**src/rtl/serial_pkg.sv**
```systemverilog
// Shared definitions for the serial frame receiver: FSM state encoding and
// the line levels that mark frame boundaries.
package serial_pkg;

    typedef enum logic [1:0] {
        IDLE   = 2'd0,
        DATA   = 2'd1,
        PARITY = 2'd2,
        STOP   = 2'd3
    } state_t;

    localparam logic START_BIT = 1'b1;
    localparam logic STOP_BIT  = 1'b0;

endpackage

```
**src/rtl/frame_sipo.sv**
```systemverilog
// Serial-in parallel-out payload register; bits enter at the MSB and move
// right, so an LSB-first stream ends up in natural bit order.
module frame_sipo #(
    parameter int W = 8
) (
    input  logic         clk,
    input  logic         reset,
    input  logic         en,
    input  logic         clr,
    input  logic         din,
    output logic [W-1:0] q
);

    // NOTE: sequential state uses non-blocking assignments only, so every
    // register samples the pre-edge values regardless of block ordering.
    always_ff @(posedge clk or negedge reset) begin
        if (!reset) begin
            q <= '0;
        end else if (clr) begin
            q <= '0;
        end else if (en) begin
            q <= {din, q[W-1:1]};
        end
    end

endmodule

```
**src/rtl/serial_frame_rx.sv**
```systemverilog
// Bit-strobed serial frame receiver: start bit, LSB-first payload, optional
// even parity, stop bit; delivers frames on a valid/ready output register.
module serial_frame_rx
    import serial_pkg::*;
#(
    parameter int DATA_W    = 8,
    parameter bit PARITY_EN = 1'b1
) (
    input  logic              clk,
    input  logic              reset,
    input  logic              sin,
    input  logic              bit_en,
    output logic [DATA_W-1:0] out_data,
    output logic              out_valid,
    input  logic              out_ready,
    output logic              out_perr,
    output logic              frm_err,
    output logic              ovr_err,
    output logic              busy
);

    localparam int                CNT_W = $clog2(DATA_W);
    localparam logic [CNT_W-1:0]  LAST  = CNT_W'(DATA_W - 1);

    state_t             state;
    logic [CNT_W-1:0]   cnt;
    logic               perr;
    logic [DATA_W-1:0]  payload;
    logic               shift_en;
    logic               shift_clr;

    assign shift_en  = bit_en && (state == DATA);
    assign shift_clr = bit_en && (state == IDLE) && (sin == START_BIT);
    assign busy      = (state != IDLE);

    frame_sipo #(.W(DATA_W)) u_sipo (
        .clk   (clk),
        .reset (reset),
        .en    (shift_en),
        .clr   (shift_clr),
        .din   (sin),
        .q     (payload)
    );

    // NOTE: every register, including the output holding register, is cleared
    // by the asynchronous reset so no stale frame survives a mid-frame reset.
    always_ff @(posedge clk or negedge reset) begin
        if (!reset) begin
            state     <= IDLE;
            cnt       <= '0;
            perr      <= 1'b0;
            out_data  <= '0;
            out_valid <= 1'b0;
            out_perr  <= 1'b0;
            frm_err   <= 1'b0;
            ovr_err   <= 1'b0;
        end else begin
            frm_err <= 1'b0;
            ovr_err <= 1'b0;
            if (out_valid && out_ready) begin
                out_valid <= 1'b0;
            end
            if (bit_en) begin
                unique case (state)
                    IDLE: begin
                        if (sin == START_BIT) begin
                            state <= DATA;
                            cnt   <= '0;
                            perr  <= 1'b0;
                        end
                    end
                    DATA: begin
                        cnt <= cnt + 1'b1;
                        if (cnt == LAST) begin
                            state <= PARITY_EN ? PARITY : STOP;
                        end
                    end
                    PARITY: begin
                        // Even parity: payload plus parity bit must XOR to 0.
                        perr  <= (^payload) ^ sin;
                        state <= STOP;
                    end
                    STOP: begin
                        state <= IDLE;
                        if (sin == STOP_BIT) begin
                            // A completing frame may replace one being accepted this cycle.
                            if (!out_valid || out_ready) begin
                                out_data  <= payload;
                                out_perr  <= perr;
                                out_valid <= 1'b1;
                            end else begin
                                ovr_err <= 1'b1;
                            end
                        end else begin
                            frm_err <= 1'b1;
                        end
                    end
                endcase
            end
        end
    end

endmodule

```
**config.mk**
```make
export PLATFORM = sky130hd
export DESIGN_NAME = serial_frame_rx
export DESIGN_NICKNAME = d
export VERILOG_FILES = /design/src/rtl/serial_pkg.sv /design/src/rtl/frame_sipo.sv /design/src/rtl/serial_frame_rx.sv
export SDC_FILE = /design/constraint.sdc
export NUM_CORES = 1
export LEC_CHECK = 0
export ABC_AREA = 0
export CELL_PAD_IN_SITES_DETAIL_PLACEMENT = 0
export CELL_PAD_IN_SITES_GLOBAL_PLACEMENT = 1
export CORE_ASPECT_RATIO = 0.9
export CORE_MARGIN = 2
export CORE_UTILIZATION = 42
export DETAILED_ROUTE_END_ITERATION = 16
export GPL_ROUTABILITY_DRIVEN = 0
export GPL_TIMING_DRIVEN = 1
export PLACE_DENSITY = 0.8
export SLEW_MARGIN = 20
export SYNTH_ARGS = -nofsm -noshare
export SYNTH_HDL_FRONTEND = slang
export SYNTH_HIERARCHICAL = 1
export SYNTH_SLANG_ARGS = --single-unit
```
**constraint.sdc**
```tcl
create_clock -name clk -period 1.6 [get_ports clk]
set_input_delay 0.4 -clock clk [delete_from_list [all_inputs] [get_ports clk]]
set_output_delay 0.4 -clock clk [all_outputs]
set_load 0.01 [all_outputs]
```
==> impl_metrics.json <==
{
  "switchingPower_mw": 0.975,
  "via_count": 834,
  "synth_adder_area_share": 0.0720,
  "ys_types": 21,
  "cts_tree": "yes",
  "switching_share": 0.331,
  "crit_path_top_delay_cell": "dfrtp_1",
  "h-tree-depth": 1,
  "grt-ovfl-total": 0,
  "p_leak_nw": 0.881,
  "fin_area_um2": 1660,
  "p_seq_frac": 0.369,
  "final_util": 0.604,
  "clockBufferDepth": 2,
  "wl_per_cell_um": 12.6,
  "power.internal_mw": 1.97,
  "synth_flop_cell": "dfrtp_1",
  "grt_max_degree": 27,
  "crit_arrival_ps": 1760,
  "max_stage_delay_ps": 380,
  "fin_worst_skew_ps": 7.10,
  "hold-worst-slack_ps": 430,
  "avgSynthCellArea_um2": 12.3,
  "grt_pass1_wl_um": 3720,
  "powerDensity_nw_per_um2": 1780,
  "synthSimpleGateAreaFrac": 0.0957,
  "hp-class": "in2async",
  "worstMarginPinSlew_ps": 371,
  "synth_xor_area_frac": 0.0617,
  "reg2reg_to": "out_data[1]$_DFFE_PN0P_",
  "hold_violations": 0,
  "die_height_um": 55.1,
  "wl_um": 2210,
  "clk_pin_slew_ps": 140,
  "core.rowCount": 18,
  "period_minus_slack_ps": 1550,
  "portBuffers": 17,
  "core_region_area_um2": 2750,
  "initial_core_util": 0.443,
  "r2r_start": "state[0]$_DFFE_PN0P_",
  "grt_util_all_layers": 0.151,
  "synth_compound_area_frac": 0.0237,
  "ff2ff_path_depth": 7,
  "finalSetupViolCount": 0,
  "syn_inst": 99,
  "synth_area_um2": 1220,
  "via_per_inst": 4.74,
  "period_share": 0.967,
  "synth_edf_count": 0,
  "clkLatencyLatePin_ps": 310,
  "cts.sinks": 26,
  "critical_path_class": "reg2reg",
  "nets": 149,
  "place_hpwl_um": 1580,
  "fp.dieW_um": 60.7,
  "synth_top_family_by_area": "multiplexers",
  "first_global_vias": 864,
  "maxCapViolCount": 0,
  "dieArea_um2": 3340,
  "cp_max_fo": 4,
  "ff2ff_setup_slack_ps": 50,
  "combPwrFrac": 0.482,
  "slew_headroom": 0.752,
  "nFillCells": 243,
  "drt-initial-drc-count": 10,
  "status": "finished, final reports clean",
  "numCtsBuffers": 3,
  "place_ws_ps": -202,
  "cp.required_ps": 1820,
  "layout_setup_ws_ps": 53.2,
  "p_clk_frac": 0.149,
  "slew_violations": 0,
  "post_route_cells_drive_above_1_share": 0.316,
  "postRouteAntennaNets": 0,
  "antenna_cells": 0,
  "synth_nets": 111,
  "hold_buffers": 0,
  "cp-end-kind": "flip-flop",
  "ys_seq_area_frac": 0.535,
  "muxShareOfSynthArea": 0.175,
  "cpMostUsedCell": "buf_4",
  "finalPower_mw": 2.95,
  "grt_antenna_before_repair": 0,
  "io_pins": 18,
  "timing.fmax_mhz": 647,
  "ir_worst_vdd_v": 0.000686,
  "synthArstFlopShare": 1.00,
  "synth_seq_cells": 26,
  "clockRootBuffer": "clkbuf_4",
  "ys_warn_count": 6,
  "dpl_cell_area_um2": 1550,
  "synthToLayoutAreaGrowth_pct": 36.5,
  "drc": 0,
  "crit_path_start_kind": "flip-flop",
  "cp_cell_sequence": "buf_4, buf_4, ha_4, nand3_4, nor2b_4, buf_4, mux2_2",
  "dr.pass1.iters": 3
}
## cell type report
type | count | area, um^2 | area share
clock inverter | 1 | 30.0 | 0.0181
clock buffer | 3 | 22.5 | 0.0136
tap | 40 | 50.0 | 0.0301
multi-input combinational | 64 | 572 | 0.344
inverter | 6 | 22.5 | 0.0136
sequential | 26 | 651 | 0.392
timing repair buffer | 36 | 313 | 0.188
## placed cells by master, fill, tap and decap left out, drive strengths merged
cell type / n
nand2b: 1
and2: 1
ha: 7
and3: 1
mux2i: 10
buf: 20
nand2: 5
dfrtp: 26
nand3: 7
xnor3: 1
bufinv: 1
dlygate4sd2: 11
nor2b: 1
dlymetal6s2s: 1
clkdlybuf4s50: 4
xor2: 1
o21ai: 2
o211ai: 1
inv: 6
clkbuf: 3
mux2: 10
xnor2: 5
a21boi: 1
nor2: 10
## worst max path at each step
stage | cells past startpoint | slack [ps] | to | from
4_1_cts | 4 | -50 | busy | state[0]$_DFFE_PN0P_
2_1_floorplan | 5 | 140 | state[1]$_DFFE_PN0P_ | state[1]$_DFFE_PN0P_
3_5_place_dp | 6 | -200 | out_data[2]$_DFFE_PN0P_ | sin
3_3_place_gp | 6 | -180 | state[1]$_DFFE_PN0P_ | sin
6_report | 7 | 50 | out_data[1]$_DFFE_PN0P_ | state[0]$_DFFE_PN0P_
5_1_grt | 7 | -20 | out_data[6]$_DFFE_PN0P_ | state[0]$_DFFE_PN0P_
## flip-flops by register name, summed over array words and instances (netlist names)
| name | cells |
|---|---|
| out_data | 8 |
| u_sipo/q | 8 |
| cnt | 3 |
| state | 2 |
| frm_err | 1 |
| out_perr | 1 |
| out_valid | 1 |
| ovr_err | 1 |
| perr | 1 |
## worst max-delay path, delay by kind of cell (launching register included)
family / cells / cell delay (ps)
muxes: 1 / 320
and+or+nand+nor: 2 / 230
adders and majority gates: 1 / 140
buffers and inverters: 3 / 370
DFF: 1 / 380
## layer usage
layer | GRT usage | wire length (um) | vias to the layer above
met1 | 0.190 | 959 | 418
met3 | 0.0279 | 62 | 2
met5 | 0 | 0 | -
li1 | - | - | 404
met4 | 0.0326 | 26 | 0
met2 | 0.271 | 1160 | 10
## power by group through the flow
stage                     combinational [mW]  sequential [mW]  clock (mW)
after floorplan                        0.783             1.12           0
after global placement                  1.36             1.09           0
after detailed placement                1.39             1.10           0
after CTS                               1.35             1.09       0.459
after global routing                    1.57             1.13       0.495
final                                   1.42             1.09       0.440
## synth_stat cells (all sizes together), types with 2 or more instances
master / n / share of area
ha: 7 / 0.072
mux2i: 10 / 0.082
nand3: 7 / 0.029
mux2: 10 / 0.093
dfrtp: 26 / 0.53
o21ai: 2 / 0.0082
xnor2: 5 / 0.036
nand2: 5 / 0.015
buf: 3 / 0.019
nor2: 10 / 0.031
inv: 6 / 0.019
## kinds of logic (layout without fill, tap and decap cells)
group           after synthesis  count (layout)
flops                        26              26
simple gates                 26              26
mux                          20              20
buf+inv                       9              46
fa+ha+maj                     7               7
xor+xnor                      7               7
compound gates                4               4
## stage by stage
step / std cells / TNS [ps]
after floorplan: 99 / 0
after global placement: 170 / -2160
after detailed placement: 170 / -2720
after CTS: 175 / -46.5
after global routing: 176 / -60.4
final: 176 / 0
## repair_timing
item	in CTS	in global routing
setup endpoints to repair	13	12
pin swaps	0	0
buffers inserted	1	0
gates resized for setup	17	14
gates cloned	0	1
(Power assumes the default switching activity.)
